--- src/rtl/multi_cycle_ctrl.sv ---
// Multi-cycle CPU control FSM (IF/ID/EXE/MEM/WB); optional retired-instruction counter under MCC_PERF_CNT_EN.
// Latency: j 2, beq/bne 3, ALU/sw 4, lw 5 cycles; all outputs are combinational from State and inputs.
// Backpressure: Mrdy=0 holds IF or MEM with their outputs unchanged; Clrn=0 forces every output low.
module multi_cycle_ctrl (
   input  logic       Clk,
   input  logic       Clrn,
   input  logic [5:0] Op,
   input  logic [5:0] Func,
   input  logic       Z,
   input  logic       Mrdy,
   output logic       Mreq,
   output logic       Iord,
   output logic       Wir,
   output logic       Wpc,
   output logic [1:0] Pcsrc,
   output logic       Wmem,
   output logic       Wreg,
   output logic       Regrt,
   output logic       Se,
   output logic       Aluqb,
   output logic [1:0] Aluc,
   output logic       Reg2reg,
   output logic [2:0] State
`ifdef MCC_PERF_CNT_EN
   ,
   output logic [31:0] Icnt
`endif
);

   typedef enum logic [2:0] {
      S_IF  = 3'b000,
      S_ID  = 3'b001,
      S_EXE = 3'b010,
      S_MEM = 3'b011,
      S_WB  = 3'b100
   } state_t;

   state_t state_q, state_d;

   logic is_r;
   logic i_add, i_sub, i_and, i_or, i_addi, i_andi, i_ori;
   logic i_lw, i_sw, i_beq, i_bne, i_j;
   logic is_alu_r, is_alu, is_br, is_valid, br_taken;

   assign is_r     = (Op == 6'b000000);
   assign i_add    = is_r && (Func == 6'b100000);
   assign i_sub    = is_r && (Func == 6'b100010);
   assign i_and    = is_r && (Func == 6'b100100);
   assign i_or     = is_r && (Func == 6'b100101);
   assign i_addi   = (Op == 6'b001000);
   assign i_andi   = (Op == 6'b001100);
   assign i_ori    = (Op == 6'b001101);
   assign i_lw     = (Op == 6'b100011);
   assign i_sw     = (Op == 6'b101011);
   assign i_beq    = (Op == 6'b000100);
   assign i_bne    = (Op == 6'b000101);
   assign i_j      = (Op == 6'b000010);
   assign is_alu_r = i_add | i_sub | i_and | i_or;
   assign is_alu   = is_alu_r | i_addi | i_andi | i_ori;
   assign is_br    = i_beq | i_bne;
   assign is_valid = is_alu | i_lw | i_sw | is_br | i_j;
   assign br_taken = (i_beq && Z) || (i_bne && !Z);

   always_ff @(posedge Clk or negedge Clrn) begin
      if (!Clrn) state_q <= S_IF;
      else       state_q <= state_d;
   end

   always_comb begin
      state_d = S_IF;
      Mreq    = 1'b0;
      Iord    = 1'b0;
      Wir     = 1'b0;
      Wpc     = 1'b0;
      Pcsrc   = 2'b00;
      Wmem    = 1'b0;
      Wreg    = 1'b0;
      Regrt   = 1'b0;
      Se      = 1'b0;
      Aluqb   = 1'b0;
      Aluc    = 2'b00;
      Reg2reg = 1'b0;
      State   = state_q;
      case (state_q)
         S_IF: begin
            Mreq = 1'b1;
            if (Mrdy) begin
               Wir     = 1'b1;
               Wpc     = 1'b1;
               state_d = S_ID;
            end else begin
               state_d = S_IF;
            end
         end
         S_ID: begin
            if (i_j) begin
               Wpc   = 1'b1;
               Pcsrc = 2'b10;
            end else if (is_valid) begin
               state_d = S_EXE;
            end
         end
         S_EXE: begin
            Aluqb = is_alu_r | is_br;
            Se    = !(i_andi || i_ori);
            if (i_sub || is_br)              Aluc = 2'b01;
            else if (i_and || i_andi)        Aluc = 2'b10;
            else if (i_or || i_ori)          Aluc = 2'b11;
            if (is_br && br_taken) begin
               Wpc   = 1'b1;
               Pcsrc = 2'b01;
            end
            if (i_lw || i_sw)                state_d = S_MEM;
            else if (is_alu)                 state_d = S_WB;
         end
         S_MEM: begin
            Mreq = 1'b1;
            Iord = 1'b1;
            Wmem = i_sw;
            if (!Mrdy)                       state_d = S_MEM;
            else if (i_lw)                   state_d = S_WB;
         end
         S_WB: begin
            Wreg    = 1'b1;
            Regrt   = !is_r;
            Reg2reg = !i_lw;
         end
         default: state_d = S_IF;
      endcase
      // Reset must silence outputs even before the async state clear is visible.
      if (!Clrn) begin
         {Mreq, Iord, Wir, Wpc, Pcsrc, Wmem, Wreg, Regrt, Se, Aluqb, Aluc, Reg2reg, State} = '0;
      end
   end

`ifdef MCC_PERF_CNT_EN
   logic retire;
   assign retire = ((state_q == S_ID)  && (i_j || !is_valid)) ||
                   ((state_q == S_EXE) && is_br) ||
                   ((state_q == S_MEM) && Mrdy && i_sw) ||
                   (state_q == S_WB);

   always_ff @(posedge Clk or negedge Clrn) begin
      if (!Clrn)       Icnt <= 32'd0;
      else if (retire) Icnt <= Icnt + 32'd1;
   end
`endif

endmodule

--- config.mk ---
export PLATFORM = sky130hd
export DESIGN_NAME = multi_cycle_ctrl
export DESIGN_NICKNAME = d
export VERILOG_FILES = /design/src/rtl/multi_cycle_ctrl.sv
export SDC_FILE = /design/constraint.sdc
export NUM_CORES = 1
export LEC_CHECK = 0
export ABC_AREA = 1
export BUFFER_PORTS_ARGS = -buffer_cell sky130_fd_sc_hd__buf_2
export CAP_MARGIN = 20
export CORE_AREA = 2 2 39 41
export DETAILED_ROUTE_END_ITERATION = 8
export DIE_AREA = 0 0 41 43
export PLACE_DENSITY = 0.75
export SYNTH_ARGS = -nofsm -noshare
export SYNTH_HDL_FRONTEND = slang
export SYNTH_SLANG_ARGS = --single-unit
--- constraint.sdc ---
create_clock -name Clk -period 2.95 [get_ports Clk]
set_clock_uncertainty 0.1 [all_clocks]
set_input_delay 0.1475 -clock Clk [delete_from_list [all_inputs] [get_ports Clk]]
set_output_delay 0.1475 -clock Clk [all_outputs]
set_load 0.1 [all_outputs]
==> flow_metrics.tcl, run 1 <==
set metrics [dict create \
    grt_start_max_net_pins 11 \
    startpoint_type "flop" \
    hp-class "primary input to flop" \
    pin_count 33 \
    drc 0 \
    drv_slew 0 \
    multi_input_area_sq_um 368 \
    synth_warnings 0 \
    die_area_sq_mm 0.00176 \
    irDropWorstVdd_mv 0.105 \
    slowest_delay_ns 0.41 \
    fin_crit_ns 1.97 \
    crit_type "flop to primary output" \
    syn_area_sq_um 524 \
    grt_pass1_wl_um 2040 \
    cpMaxStageDelayCell "buf_2" \
    dp.final_hpwl_um 1150 \
    tightest_slew_ns 0.491 \
    regArea_sq_um 75.1 \
    ys_seq_area_share_pct 14.3 \
    top_regs "state_q (3)" \
    regMostFlops "state_q" \
    synth_top_family_by_area "simple AND/OR/NAND/NOR gates" \
    worst_r2r_endpoint "state_q[1]" \
    p_per_area_mw_per_mm2 278 \
    vias 720 \
    die_h_um 43 \
    cts_root_buf "clkbuf_4" \
    htree_levels 1 \
    drt_pass1_iterations 4 \
    post-place-ws_ns 1.21 \
    crit_path_max_fanout 4 \
    coreArea_sq_mm 0.00138 \
    crit_chain "inv_1 -> nand2_1 -> nor2_2 -> nand2_1 -> or2_1 -> inv_1 -> buf_2" \
    reg2reg_depth 6 \
    drive_gt1_share_pct 35.0 \
    fin_crit_sh_pct 66.8 \
    status "completed" \
    clk_pin_slew_worst_paths_ns 0.04 \
    relSlewSlack_pct 67.5 \
    fmax_ghz 0.507 \
    final_nets 154 \
    maxCapViolations 0 \
    synth.distinct_cells 19 \
    hold_viol_final 0 \
    worstPathArrival_ns 1.72 \
    startpoint "state_q[0]" \
    leakage_uw 0.000509 \
    placementRows 14 \
    largest_register_ff_count 3 \
    start_util_pct 37.9 \
    yosys.area_share.simple_pct 62.3 \
    areaGrowthSynthToFinish_pct 42.2 \
    clock-sinks 3 \
    syn_area_per_cell_sq_um 5.24 \
    final_cell_mix "32 x buf_2, 23 x nand2_1, 21 x inv_1, 21 x nor2_1, 9 x nand3_1" \
    die_w_um 41 \
    drtIter0Drc 10 \
    setup_slack_ns 0.979 \
    synth_nets 116 \
    route.antenna.remaining_nets 0 \
    clk_latency_ns 0.23 \
    wirelength_um 1340 \
    avgRoutedWirePerCell_um 8.74 \
    grt_pass1_vias 593 \
    finalSetupTns_ns 0 \
    synth.area.mux_share_pct 0 \
    overflow 0 \
    mostFrequentLayoutCell "buf_2" \
    rr_startpoint "state_q[1]" \
    rsz0062_at_grt "no" \
    diodes 0 \
    holdWs_ns 0.122 \
    io_buffers 32 \
    r2r_slack_ns 1.76 \
    cts_tree "done" \
    netlist_instances 100 \
    setup_viol 0 \
    setup.worst_path.end_class "primary output" \
    place.gp.congestion 0.861 \
    cts_resized 0 \
    endpoint "Se" \
    synth_fa_ha_area_share_pct 0 \
    clock_path_buffers 2 \
    synth-xor-area-share_pct 1.67 \
    final_area_sq_um 746 \
    gr-usage-all-layers_pct 16.0 \
    synth_compound_area_share_pct 5.25 \
    dpl-instance-area_sq_um 709 \
    cts_made_buffers 3 \
    ys_ff_latch 3 \
    antenna_found_initial 0 \
    fillers 153 \
    routed_via_density 4.71 \
    cp.required_ns 2.70 \
]
==> worst max-delay path, delay by kind of cell, from the launching register on <==
kind	cells	cell delay, ns
DFF	1	0.39
buffers and inverters	3	0.54
and+or+nand+nor	4	0.57
==> power breakdown <==
group / total (uW) / switching [uW] / internal, uW
combinational: 92.0 / 69.4 / 22.6
clock: 70.0 / 19.4 / 50.6
sequential: 45.2 / 1.82 / 43.3
==> worst min path at each step <==
stage          from    endpoint  slack, ns  cells after the start
6_report       Mrdy  state_q[2]       0.12                      3
5_1_grt        Mrdy  state_q[2]       0.12                      3
4_1_cts        Mrdy  state_q[2]       0.10                      3
3_5_place_dp   Clrn  state_q[0]      -0.11                      1
3_3_place_gp   Clrn  state_q[1]      -0.11                      1
2_1_floorplan  Clrn  state_q[0]      -0.25                      0
==> cell type report <==
type | count | area share [%]
repair buffers | 33 | 22.8
clock buffers | 4 | 3.52
flip-flops and latches | 3 | 10.1
well taps | 16 | 2.68
multi-input cells | 74 | 49.3
inverters | 23 | 11.6
==> synthesized netlist by cell type <==
master    n  area share [%]
or2_1     1             1.2
nor2_4    1             2.1
o21a_1    1             1.4
nor3_4    1             3.1
nand3_1   9             8.6
o21ai_1   2             1.9
inv_1    21              15
nand4_1   2             2.4
dfrtp_1   3              14
inv_2     2             1.4
nor2_2    5             6.0
xor2_1    1             1.7
nor4_2    1             2.4
nor3_1    2             1.9
nand2_1  23              16
nor2_1   21              15
a21oi_1   2             1.9
nand2_2   1             1.2
nand3_2   1             1.9
==> timing repair <==
action	CTS	global route
setup buffers	0	0
hold buffers	1	0
endpoints found under the hold margin	3	0
==> per-layer routing <==
metal / share of wire [%] / GRT usage (%) / up-vias
li1: - / - / 375
met1: 39 / 17.5 / 324
met2: 55 / 30.0 / 21
met3: 5.8 / 0 / 0
met4: 0 / 6.00 / 0
met5: 0 / 0 / -
==> cell families (layout without fill, tap and decap cells) <==
kind of cell              after synthesis  count (layout)
DFF                                     3               3
buffers and inverters                  23              60
xor gates and xnor gates                1               1
and+or+nand+nor                        68              68
AOI/OAI and AO/OA                       5               5
==> metrics by stage <==
step | util (%) | std cells | power [uW]
floorplan | - | 100 | 110
global placement | 51.3 | 148 | 136
detailed placement | 51.3 | 148 | 137
CTS | 53.9 | 153 | 210
global route | 53.9 | 153 | 221
finish | 53.9 | 153 | 207
(Power assumes the default switching activity.)
==> run 2, diff against run 1 <==
==> constraint.sdc (replaced) <==
create_clock -name Clk -period 1.95 [get_ports Clk]
set_clock_uncertainty 0.1 [all_clocks]
set_input_delay 0.0975 -clock Clk [delete_from_list [all_inputs] [get_ports Clk]]
set_output_delay 0.0975 -clock Clk [all_outputs]
set_load 0.1 [all_outputs]
==> run 2 against run 1 <==
  * Cell count did not move
  * Cell area increased by 12%
  * Total power is 59% higher
  * Clock power grew 57%
  * Combinational power is 64% higher
  * Largest cell class unchanged
==> flow_metrics.tcl, run 2 (same netlist as run 1, synthesis figures left out) <==
set metrics [dict create \
    drv_slew 0 \
    pin_count 33 \
    p_clk_share_pct 33.4 \
    cpMaxStageDelayCell "buf_2" \
    worst_r2r_endpoint "state_q[0]" \
    placementRows 14 \
    die_w_um 41 \
    clk_pin_slew_worst_paths_ns 0.04 \
    intPower_uw 183 \
    fin_crit_ns 1.83 \
    start_util_pct 37.9 \
    grt_pass1_wl_um 2420 \
    p_per_area_mw_per_mm2 395 \
    maxCapViolations 0 \
    areaGrowthSynthToFinish_pct 59.4 \
    leakage_uw 0.000497 \
    relSlewSlack_pct 67.6 \
    final_cell_mix "24 x buf_2, 23 x nand2_1, 19 x inv_1" \
    post_cts_buffers 0 \
    gr-usage-all-layers_pct 19.6 \
    vias 721 \
    hold_viol_final 0 \
    routed_via_density 4.71 \
    place.gp.congestion 0.868 \
    top_regs "state_q (3)" \
    worstPathArrival_ns 1.63 \
    clock_path_buffers 2 \
    regMostFlops "state_q" \
    final_nets 154 \
    route.antenna.remaining_nets 0 \
    finalPower_uw 330 \
    r2r_slack_ns 0.74 \
    io_buffers 32 \
    drt_pass1_iterations 4 \
    cts_tree "done" \
    largest_register_ff_count 3 \
    reg2reg_depth 6 \
    clock-sinks 3 \
    final_util_pct 60.4 \
    status "completed" \
    hp-class "primary input to flop" \
    crit_type "flop to primary output" \
    irDropWorstVdd_mv 0.340 \
    fin_crit_sh_pct 93.7 \
    coreArea_sq_mm 0.00138 \
    dp.final_hpwl_um 1220 \
    wirelength_um 1430 \
    avgRoutedWirePerCell_um 9.31 \
    tightest_slew_ns 0.489 \
    die_h_um 43 \
    diodes 0 \
    holdWs_ns 0.0462 \
    die_area_sq_mm 0.00176 \
    drc 0 \
    cts_root_buf "clkbuf_4" \
    endpoint "Aluc[0]" \
    drtIter0Drc 20 \
    clk_latency_ns 0.24 \
    fmax_ghz 0.547 \
    setup.worst_path.end_class "primary output" \
    p_switching_uw 147 \
    slowest_delay_ns 0.42 \
    finalSetupTns_ns 0 \
    cts_made_buffers 3 \
    overflow 0 \
    rr_startpoint "state_q[1]" \
    cp.required_ns 1.75 \
    seq_power_share_pct 20.8 \
    p_comb_share_pct 45.8 \
    crit_path_max_fanout 4 \
    startpoint_type "flop" \
    htree_levels 1 \
    p_sw_share_pct 44.6 \
    mostFrequentLayoutCell "buf_2" \
    drive_gt1_share_pct 42.3 \
    grt_pass1_vias 666 \
    antenna_found_initial 0 \
    startpoint "state_q[0]" \
    crit_chain "inv_1 -> nand2_1 -> nor2_2 -> nand2_1 -> nor2_2 -> buf_2" \
    setup_viol 0 \
    grt_start_max_net_pins 11 \
    rsz0062_at_grt "yes" \
]
run 2: cell count changes in the layout (fill, tap and decap cells not counted), sizes merged:
| cell | before | now |
|---|---|---|
| clkbuf | 4 | 10 |
| clkinvlp | 0 | 2 |
| inv | 23 | 21 |
| buf | 32 | 26 |
run 2: what timing repair did:
item / 4_1_cts / 5_1_grt
endpoints found under the setup margin: 0 / 7
hold buffers: 1 / 0
resized for setup: 0 / 7
endpoints found under the hold margin: 3 / 0
run 2: critical path: cells and delay by family, from the launching register on:
kind | cells | cell delay (ns)
buffers and inverters | 2 | 0.52
AND/OR/NAND/NOR | 4 | 0.49
flip-flops | 1 | 0.39
run 2: final cells by class:
| type | instances | area [sq um] |
|---|---|---|
| well taps | 16 | 20.0 |
| fillers | 131 | 548 |
| multi-input cells | 74 | 405 |
| repair buffers | 33 | 215 |
| inverters | 23 | 93.8 |
| clock buffers | 4 | 26.3 |
| flip-flops and latches | 3 | 75.1 |
run 2: layer usage:
metal  up-vias  global-route usage (%)  share of wire (%)
met4         0                    8.00                1.5
met2        26                    31.6                 52
li1        380                       -                  -
met5         -                       0                  0
met1       311                    24.4                 42
met3         4                    3.14                4.4
run 2: stage by stage:
step	setup slack, ns	instances	area [sq um]
2_1_floorplan	-0.252	100	569
3_3_place_gp	0.332	148	779
3_5_place_dp	0.300	148	779
4_1_cts	0.0251	153	816
5_1_grt	-0.0147	153	836
6_report	0.123	153	836
run 2: power by group through the flow:
stage | clock, uW | sequential, uW | combinational, uW
2_1_floorplan | 0 | 68.8 | 102
3_3_place_gp | 0 | 69.1 | 146
3_5_place_dp | 0 | 69.3 | 149
4_1_cts | 112 | 68.5 | 151
5_1_grt | 119 | 69.4 | 163
6_report | 110 | 68.7 | 151
run 2: worst min-delay path by stage:
stage / cells after the start / slack (ns) / to / from
5_1_grt: 3 / 0.06 / state_q[2] / Mrdy
2_1_floorplan: 0 / -0.30 / state_q[0] / Clrn
3_5_place_dp: 1 / -0.16 / state_q[0] / Clrn
6_report: 3 / 0.05 / state_q[2] / Mrdy
3_3_place_gp: 1 / -0.16 / state_q[1] / Clrn
4_1_cts: 3 / 0.05 / state_q[2] / Mrdy
